===== src/rtl/demux3_stream.sv =====
// Purpose : steer one signed word stream into one of three one-entry lane
//           registers. The lane comes from sel, or from a round-robin pointer
//           when auto=1.
// Latency : 1 cycle from accept to out_valid/outK.
// Backpr. : in_ready = target lane empty or draining this cycle, so a full
//           lane that is draining still accepts (pass-through).
//
// Optional macro DEMUX3_BCAST_EN: with auto=0 and sel=11 the word is
// broadcast to all three lanes. in_ready is then the AND of the three
// lane-free terms. Without the macro, sel=11 selects lane2.
//
// Ports:
//   clk, rst_n           clock, asynchronous active-low reset
//   in_valid/in_ready    producer handshake; in_data is the signed n-bit word
//   sel, auto, clear     lane select, round-robin enable, pointer clear (sync)
//   out_valid/out_ready  per-lane handshake, one bit per lane
//   out0, out1, out2     lane data registers
//   ptr                  round-robin pointer (00/01/10)
module demux3_stream #(
  parameter int n = 8
) (
  input  logic                clk,
  input  logic                rst_n,
  input  logic                in_valid,
  output logic                in_ready,
  input  logic signed [n-1:0] in_data,
  input  logic [1:0]          sel,
  input  logic                auto,
  input  logic                clear,
  output logic [2:0]          out_valid,
  input  logic [2:0]          out_ready,
  output logic signed [n-1:0] out0,
  output logic signed [n-1:0] out1,
  output logic signed [n-1:0] out2,
  output logic [1:0]          ptr
);

  typedef enum logic [1:0] {
    L0 = 2'b00,
    L1 = 2'b01,
    L2 = 2'b10
  } ptr_state_t;

  ptr_state_t state;

  logic [1:0] tgt;
  logic [2:0] lane_free;
  logic [2:0] load;
  logic       bcast;
  logic       accept;

  // A lane can take a word if it is empty or is handing its word off this cycle.
  assign lane_free = ~out_valid | out_ready;

  always_comb begin
    tgt = 2'd0;
    if (auto) begin
      tgt = state;
    end else begin
      case (sel)
        2'b00:   tgt = 2'd0;
        2'b01:   tgt = 2'd1;
        default: tgt = 2'd2;
      endcase
    end
  end

`ifdef DEMUX3_BCAST_EN
  assign bcast = !auto && (sel == 2'b11);
`else
  assign bcast = 1'b0;
`endif

  // Held low through reset so the producer never sees a spurious accept.
  assign in_ready = rst_n && (bcast ? (&lane_free) : lane_free[tgt]);
  assign accept   = in_valid && in_ready;

  always_comb begin
    load = 3'b000;
    if (accept) begin
      load = bcast ? 3'b111 : (3'b001 << tgt);
    end
  end

  // Lane valid: a reload wins over a drain in the same cycle.
  always_ff @(posedge clk or negedge rst_n) begin
    if (!rst_n) begin
      out_valid <= 3'b000;
    end else begin
      out_valid <= load | (out_valid & ~out_ready);
    end
  end

  // Lane data only changes on a load. It is held after a drain.
  always_ff @(posedge clk or negedge rst_n) begin
    if (!rst_n) begin
      out0 <= '0;
      out1 <= '0;
      out2 <= '0;
    end else begin
      if (load[0]) out0 <= in_data;
      if (load[1]) out1 <= in_data;
      if (load[2]) out2 <= in_data;
    end
  end

  // Round-robin pointer. clear has priority over an auto-mode advance.
  always_ff @(posedge clk or negedge rst_n) begin
    if (!rst_n) begin
      state <= L0;
    end else if (clear) begin
      state <= L0;
    end else if (accept && auto) begin
      case (state)
        L0:      state <= L1;
        L1:      state <= L2;
        default: state <= L0;
      endcase
    end
  end

  assign ptr = state;

endmodule


===== config.mk =====
export PLATFORM = sky130hd
export DESIGN_NAME = demux3_stream
export DESIGN_NICKNAME = d
export VERILOG_FILES = /design/src/rtl/demux3_stream.sv
export SDC_FILE = /design/constraint.sdc
export NUM_CORES = 1
export LEC_CHECK = 0
export CAP_MARGIN = 30
export CORE_AREA = 2 2 54 56
export DETAILED_ROUTE_END_ITERATION = 12
export DIE_AREA = 0 0 56 58
export DONT_BUFFER_PORTS = 1
export PLACE_DENSITY = 0.67
export SLEW_MARGIN = 20
export SYNTH_ARGS = -nofsm -noshare
export SYNTH_HDL_FRONTEND = slang
export SYNTH_SLANG_ARGS = --single-unit

===== constraint.sdc =====
create_clock -name clk -period 1.8 [get_ports clk]
set_input_delay 0.36 -clock clk [delete_from_list [all_inputs] [get_ports clk]]
set_output_delay 0.36 -clock clk [all_outputs]
set_load 0.02 [all_outputs]

# After elaboration in Yosys (flattened, before gate mapping)
# Cells that the tools add are included.
# Widths: inputs -> output; s select.
[totals]
word_cells = 28
ff_bits = 29
[classes]
order_cmp = 1
eq_ne = 2
mux = 8
n_reduce_logical = 6
shifts = 1
bitwise_logic = 5
[op_table]
columns = ["operator", "count"]
rows = [
  ["$pmux 2 s2", 2],
  ["$mux 2", 3],
  ["$not 3->3", 2],
  ["$or 3x3->3", 2],
  ["$eq 2x1->1 const B", 2],
  ["$logic_not 2->1", 2],
  ["$and 3x3->3", 1],
  ["$logic_and 1x1->1", 3],
  ["$lt 2x3->1 const B", 1],
  ["$mux 3", 1],
  ["$shl 1x2->3 const A", 1],
  ["$bmux 1 s2", 1],
  ["$reduce_bool 2->1", 1],
  ["$mux 1", 1],
]

# Logic depth before layout (Yosys ltp)
# Gate-level depths: netlist of the first run.
[logic_depth]
ltp_word = 10
depth_mapped = 5

# Worst setup path before layout of the first run
# Ideal clock, no wire load.
[synth_path]
path_type = "reg2reg"
startpoint = "register state[1] (netlist: ptr[1])"
endpoint = "register out2[0]"
stages_incl_launch_ff = 5
t_arrival_ns = 1.676
n_path_buf = 0
period_less_slack_ns = 1.800
setup_ns = 0.125
required_time_ns = 1.675
path_slack_ns = 0.000
path_cell_list = "dfrtp_1 > mux2i_2 > o311ai_2 > a211oi_4 > mux2_2"
[synth_via]
elab_chain_len = 6
elab_cells_between_ends = 7
[synth_lines]
columns = ["element", "line_no", "text"]
rows = [
  ["from (decl)", "44", "ptr_state_t state;"],
  ["from (signal assigned)", "110", "state <= L0;"],
  ["from (signal assigned)", "112", "state <= L0;"],
  ["from (signal assigned)", "115", "L0: state <= L1;"],
  ["$mux 2 (*)", "57", "if (auto) begin"],
  ["$bmux 1 s2", "75", "assign in_ready = rst_n && (bcast ? (&lane_free) : lane_free[tgt]);"],
  ["$mux 1 (not written as such)", "75", ""],
  ["$logic_and 1x1->1", "75", ""],
  ["$logic_and 1x1->1", "76", "assign accept = in_valid && in_ready;"],
  ["$mux 3 (*)", "80", "if (accept) begin"],
  ["to (signal assigned)", "103", "if (load[2]) out2 <= in_data;"],
  ["to (decl)", "34", "output logic signed [n-1:0] out2,"],
]
# Every way passes the cells marked *; elsewhere a longest branch is shown, timed or not. The select of a mux whose other input is x is not followed.
# A chain may end at the register's enable or synchronous reset.

# Worst setup path in the final report of the first run
[layout_path]
startpoint = "register state[1] (netlist: ptr[1])"
endpoint = "output in_ready"
[layout_via]
elab_chain_len = 4
[layout_lines]
columns = ["element", "line_no", "text"]
rows = [
  ["$mux 2", "57", ""],
  ["$bmux 1 s2", "75", ""],
  ["$mux 1 (not written as such)", "75", ""],
  ["$logic_and 1x1->1", "75", ""],
  ["to (decl)", "25", "output logic in_ready,"],
]
# Every way passes these cells. The select of a mux whose other input is x is not followed.

==> results of run 1 <==
-- cell type report --
cell class	instances	area, um2
fill	237	1124
clock buffer	7	65.06
multi-input combinational	53	570.5
sequential	29	725.7
tap	31	38.79
timing repair buffer	10	122.6
clock inverter	1	5.005
inverter	3	11.26
-- state kept, by name (all words and copies together) (netlist names) --
register and cells:
ptr 2, out_valid 3, out0 8, out1 8, out2 8
-- worst reg2reg max path: stages (launching register included) --
cell	delay [ps]
sky130_fd_sc_hd__dfrtp_1	430
sky130_fd_sc_hd__mux2i_4	210
sky130_fd_sc_hd__o311ai_4	110
sky130_fd_sc_hd__buf_6	140
sky130_fd_sc_hd__a211oi_4	240
sky130_fd_sc_hd__buf_12	180
sky130_fd_sc_hd__mux2_4	300
-- cells in the mapped netlist --
library cell / count / area, um2
sky130_fd_sc_hd__dfrtp_1: 29 / 725.7
sky130_fd_sc_hd__mux2_2: 25 / 281.5
sky130_fd_sc_hd__nand2_1: 4 / 15.01
sky130_fd_sc_hd__inv_1: 3 / 11.26
sky130_fd_sc_hd__a211oi_4: 2 / 40.04
sky130_fd_sc_hd__a21oi_1: 2 / 10.01
sky130_fd_sc_hd__nand2b_1: 2 / 12.51
sky130_fd_sc_hd__nor2_1: 2 / 7.510
sky130_fd_sc_hd__nor3_1: 2 / 10.01
sky130_fd_sc_hd__o21bai_1: 2 / 15.01
sky130_fd_sc_hd__a31oi_1: 1 / 6.260
sky130_fd_sc_hd__and2_1: 1 / 6.260
sky130_fd_sc_hd__and2b_2: 1 / 8.760
sky130_fd_sc_hd__buf_6: 1 / 11.26
sky130_fd_sc_hd__mux2i_1: 1 / 10.01
sky130_fd_sc_hd__mux2i_2: 1 / 13.76
sky130_fd_sc_hd__nand3b_1: 1 / 7.510
sky130_fd_sc_hd__o211a_1: 1 / 10.01
sky130_fd_sc_hd__o21ai_2: 1 / 8.760
sky130_fd_sc_hd__o311ai_0: 1 / 8.760
sky130_fd_sc_hd__o311ai_2: 1 / 16.27
sky130_fd_sc_hd__or3_1: 1 / 6.260
sky130_fd_sc_hd__or3b_4: 1 / 11.26
-- timing repair --
item	CTS	global route
resized for setup	6	10
endpoints found under the setup margin	1	9
hold buffers	2	0
gates cloned	0	0
buffers inserted	1	0
pin swaps	2	1
hold endpoints to repair	29	0
-- report_power, final --
part	internal [mW]	leakage [nW]	switching [mW]	total (mW)
logic	0.177	0.272	0.0961	0.273
clock network	0.226	0.0413	0.211	0.437
registers	0.802	0.357	0.295	1.10
-- routing by layer --
metal  vias to the layer above  wire, um  track usage, %
li1                        343         -               -
met1                       378       972           19.91
met2                        31      1311           26.89
met3                         5       209           8.482
met4                         0        23           9.524
met5                         -         0               0
-- stage by stage --
| step | util (%) | setup WS (ps) | area, um2 | std cells | hold slack (ps) |
|---|---|---|---|---|---|
| after floorplan | - | 11.58 | 1254 | 86 | 64.41 |
| after global placement | 51.03 | 82.60 | 1359 | 123 | 65.24 |
| after detailed placement | 51.03 | 101.8 | 1359 | 123 | 65.39 |
| after CTS | 56.44 | -6.802 | 1503 | 134 | 96.89 |
| after global routing | 57.80 | -70.68 | 1539 | 134 | 91.32 |
| final | 57.80 | 35.48 | 1539 | 134 | 118.7 |
-- cells by family (layout without fill, tap and decap cells) --
group / Yosys count / count (layout) / synth area share [%]
AOI/OAI and AO/OA: 11 / 11 / 9.182
buffers and inverters: 4 / 21 / 1.796
DFF: 29 / 29 / 57.88
muxes: 27 / 27 / 24.35
and+or+nand+nor: 15 / 15 / 6.787
-- path summary, 6_finish.rpt --
check	start	end	slack, ps
max	ptr[1]	in_ready	40
min	out_ready[1]	out_valid[1]	120
max reg2reg	ptr[1]	out2[0]	80
min reg2reg	out_valid[1]	out_valid[1]	570
max in group asynchronous	rst_n	out0[3]	1150
min in group asynchronous	rst_n	out1[5]	490
==> flow_summary.ini, run 1 <==
[timing]
period_minus_slack_ps = 1765
fin_crit_sh_pct = 98.03
clock_skew_ps = 5.202
slew_headroom_pct = 77.55
maxClockFrequency_ghz = 0.5667
timing.final.setup_violations = 0
timing.setup.tns_ps = 0
final_hold_viol_count = 0
worst-slew-pin-transition_ps = 336.7
slew_viol_final = 0
unrepaired_setup_endpoints_after_global_routing = yes

[routing]
vias = 757
detail_route.wl_per_cell_um = 18.79
post-route-drc-count = 0
drt_pass1_iterations = 4
drt_wl_total_mm = 2.518
detail_route.vias_per_cell = 5.649
postRouteAntennaNets = 0
drt_iter0_drc = 29

[die]
dieWidth_um = 56
num_rows = 19
die-area_um2 = 3248
die_h_um = 58
initial_core_util_pct = 47.09
io-pin-count = 48
area_of_the_placeable_core_um2 = 2663

[cells_and_area]
antenna-diode-count = 0
final_common_cell = sky130_fd_sc_hd__dfrtp_1
layout.nets = 120
syn_to_final_growth_pct = 22.75
post_route_cells_drive_above_1_share_pct = 51.46
most-common-layout-cells = 29 x sky130_fd_sc_hd__dfrtp_1, 17 x sky130_fd_sc_hd__mux2_2, 8 x sky130_fd_sc_hd__mux2_4, 5 x sky130_fd_sc_hd__clkbuf_4, 4 x sky130_fd_sc_hd__buf_4

[yosys]
synthDistinctLibCells = 23
netlist_instances = 86
synth.yosys.warnings = 0
postSynthNetCount = 104
synth_area_per_cell_um2 = 14.58
post_synth_instance_area_um2 = 1254
share_of_the_yosys_chip_area_belonging_to_registers_pct = 57.88
postSynthRegisterBits = 29

[worst_hold_path]
hold_path_depth = 1
hold_class = input port to flop

[global_route]
grt_pass1_wl_mm = 4.160
grt.total_usage_pct = 17.37
number_of_global_route_vias_before_repair = 850
maximum_number_of_pins_on_one_net_before_global_route_repair = 30
globalRouteOverflowTotal = 0
antenna_violations_before_repair = 0

[setup_path]
critical_path.n_buffers_inverters = 0
rr_worst_depth = 6
cp_slowest_stage_delay_ps = 430
crit_path_start_kind = flop
critical_path.top_delay_family = flip-flops
timing.critical_path.slowest_stage_cell = sky130_fd_sc_hd__dfrtp_1
critical_path_at_ps = 1400
path_cells = mux2i_4 > o21ai_2 > nand2_1 > o211a_4
critical_path_peak_fanout = 4
cp_num_cells = 4
critPathRequiredTime_ps = 1440
crit_path_end_kind = primary output
crit_type = flop to primary output

[cts]
cts.reportedPaths.clkPinSlew_ps = 80
cts.path.max_buffers = 2
cts-root-buf = sky130_fd_sc_hd__clkbuf_4
cts_h_tree_depth = 2
cts_tree = done
clock_buffers_created_by_tritoncts = 5
tritoncts_num_sinks = 29
clock_insertion_delay_worst_skew_ps = 320

[placed_design]
port_buf_inserts = 0
place.gp.congestion = 0.8759
dp_hpwl_mm = 1.727

[power_and_ir_drop]
powerDensity_nw_per_um2 = 1174
total_power_mw = 1.807
peakVddDrop_uv = 809.0
static_leakage_nw = 0.6700

[status]
run_status = finished, final reports clean

[job]
drv_cap = 0
(Power assumes the default switching activity.)
==> run 2, diff against run 1 <==
--- a/config.mk
+++ b/config.mk
@@ -10,6 +10,7 @@
 export DETAILED_ROUTE_END_ITERATION = 12
 export DIE_AREA = 0 0 56 58
 export DONT_BUFFER_PORTS = 1
+export MAX_ROUTING_LAYER = met4
 export PLACE_DENSITY = 0.67
 export SLEW_MARGIN = 20
 export SYNTH_ARGS = -nofsm -noshare
==> flow_summary.ini, run 2 (synthesis gave the netlist of run 1 again) <==
[status]
run_status = finished, final reports clean

[cts]
cts_tree = done
cts.reportedPaths.clkPinSlew_ps = 80
clock_insertion_delay_worst_skew_ps = 310
clock_buffers_created_by_tritoncts = 5
cts.path.max_buffers = 2
tritoncts_num_sinks = 29
cts-root-buf = sky130_fd_sc_hd__clkbuf_4
cts_h_tree_depth = 2

[die]
initial_core_util_pct = 47.09
die-area_um2 = 3248
io-pin-count = 48
area_of_the_placeable_core_um2 = 2663
num_rows = 19
die_h_um = 58
dieWidth_um = 56

[setup_path]
crit_path_end_kind = flop
timing.critical_path.slowest_stage_cell = sky130_fd_sc_hd__dfrtp_1
critical_path_peak_fanout = 9
crit_path_start_kind = flop
cp_slowest_stage_delay_ps = 440
startpoint = ptr[1]
critPathRequiredTime_ps = 2000
crit_type = flop to flop
critical_path_at_ps = 1970
critical_path.reg2reg.startpoint = ptr[1]
path_cells = mux2i_4 > o311ai_4 > buf_4 > a211oi_4 > buf_12 > mux2_2

[timing]
timing.final.setup_violations = 0
slew_headroom_pct = 76.50
period_minus_slack_ps = 1772
unrepaired_setup_endpoints_after_global_routing = yes
timing.setup.tns_ps = 0
final_hold_viol_count = 0
worst-slew-pin-transition_ps = 348.0
maxClockFrequency_ghz = 0.5643
timing.hold.ws_ps = 118.9
clock_skew_ps = 3.455
fin_crit_sh_pct = 98.46
slew_viol_final = 0
post-route-worst-setup-slack_ps = 27.80

[cells_and_area]
stdcell_area_um2 = 1503
post_route_cells_drive_above_1_share_pct = 50.00
layout.nets = 120
final_common_cell = sky130_fd_sc_hd__dfrtp_1
layout.cells.non_filler = 133
most-common-layout-cells = 29 x sky130_fd_sc_hd__dfrtp_1, 25 x sky130_fd_sc_hd__mux2_2, 5 x sky130_fd_sc_hd__clkbuf_4, 4 x sky130_fd_sc_hd__buf_12, 4 x sky130_fd_sc_hd__buf_4
antenna-diode-count = 0
reg_top3 = out0: 8 flops, out1: 8 flops, out2: 8 flops
utilization_pct = 56.44
syn_to_final_growth_pct = 19.86

[placed_design]
preCtsSetupSlack_ps = 103.2
dpl_cell_area_um2 = 1371
place.gp.congestion = 0.8207
post-place-cells = 123
port_buf_inserts = 0
dp_hpwl_mm = 1.690

[power_and_ir_drop]
static_leakage_nw = 0.6408
powerDensity_nw_per_um2 = 1147
total_power_mw = 1.723
peakVddDrop_uv = 940.8

[worst_hold_path]
hold_path.startpoint = out_ready[2]
hold_class = input port to flop

[global_route]
number_of_global_route_vias_before_repair = 858
antenna_violations_before_repair = 0
maximum_number_of_pins_on_one_net_before_global_route_repair = 30
grt.total_usage_pct = 17.10
globalRouteOverflowTotal = 0
grt_pass1_wl_mm = 3.988

[routing]
post-route-drc-count = 0
drt_iter0_drc = 27
drt_wl_total_mm = 2.405
postRouteAntennaNets = 0
detail_route.vias_per_cell = 5.489
vias = 730
drt_pass1_iterations = 4
detail_route.wl_per_cell_um = 18.08

[job]
drv_cap = 0
-- run 2: changes by cell type in the layout (fill, tap and decap cells not counted), sizes merged --
cell / change
clkinv: -1
-- run 2: worst paths after layout --
| check | end | slack, ps | cells after the start |
|---|---|---|---|
| min in group asynchronous | out_valid[1] | 480 | 2 |
| setup reg to reg | out2[0] | 30 | 6 |
| setup / recovery | out2[0] | 30 | 6 |
| hold / removal | out_valid[2] | 120 | 1 |
| max in group asynchronous | out2[2] | 1160 | 2 |
| hold reg to reg | out_valid[1] | 580 | 2 |
-- run 2: layout make-up --
cell class | instances | area [um2]
clock buffer | 7 | 55.05
multi-input combinational | 53 | 540.5
tap | 31 | 38.79
timing repair buffer | 10 | 131.4
sequential | 29 | 725.7
fill | 229 | 1160
inverter | 3 | 11.26
-- run 2: power by group --
group / leakage [nW] / internal, mW / switching [mW]
Sequential: 0.357 / 0.802 / 0.291
Clock: 0.0314 / 0.184 / 0.200
Combinational: 0.252 / 0.155 / 0.0921
Total: 0.641 / 1.14 / 0.583
-- run 2: layer usage --
metal  share of wire [%]  track usage [%]
met1                  39            17.19
met2                  52            28.57
met3                 9.3            8.929
met4                0.42            6.122
met5                   0                -
-- run 2: worst max-delay path, delay by kind of cell, from the launching register on --
family | cells | cell delay (ps)
DFF | 1 | 440
muxes | 2 | 550
buffers and inverters | 2 | 330
AOI/OAI and AO/OA | 2 | 350
-- run 2: repair_timing --
item | 4_1_cts | 5_1_grt
endpoints found under the hold margin | 29 | 0
gates resized for setup | 5 | 2
hold buffers | 2 | 0
pin swaps | 2 | 1
buffers inserted | 1 | 0
setup endpoints to repair | 1 | 9
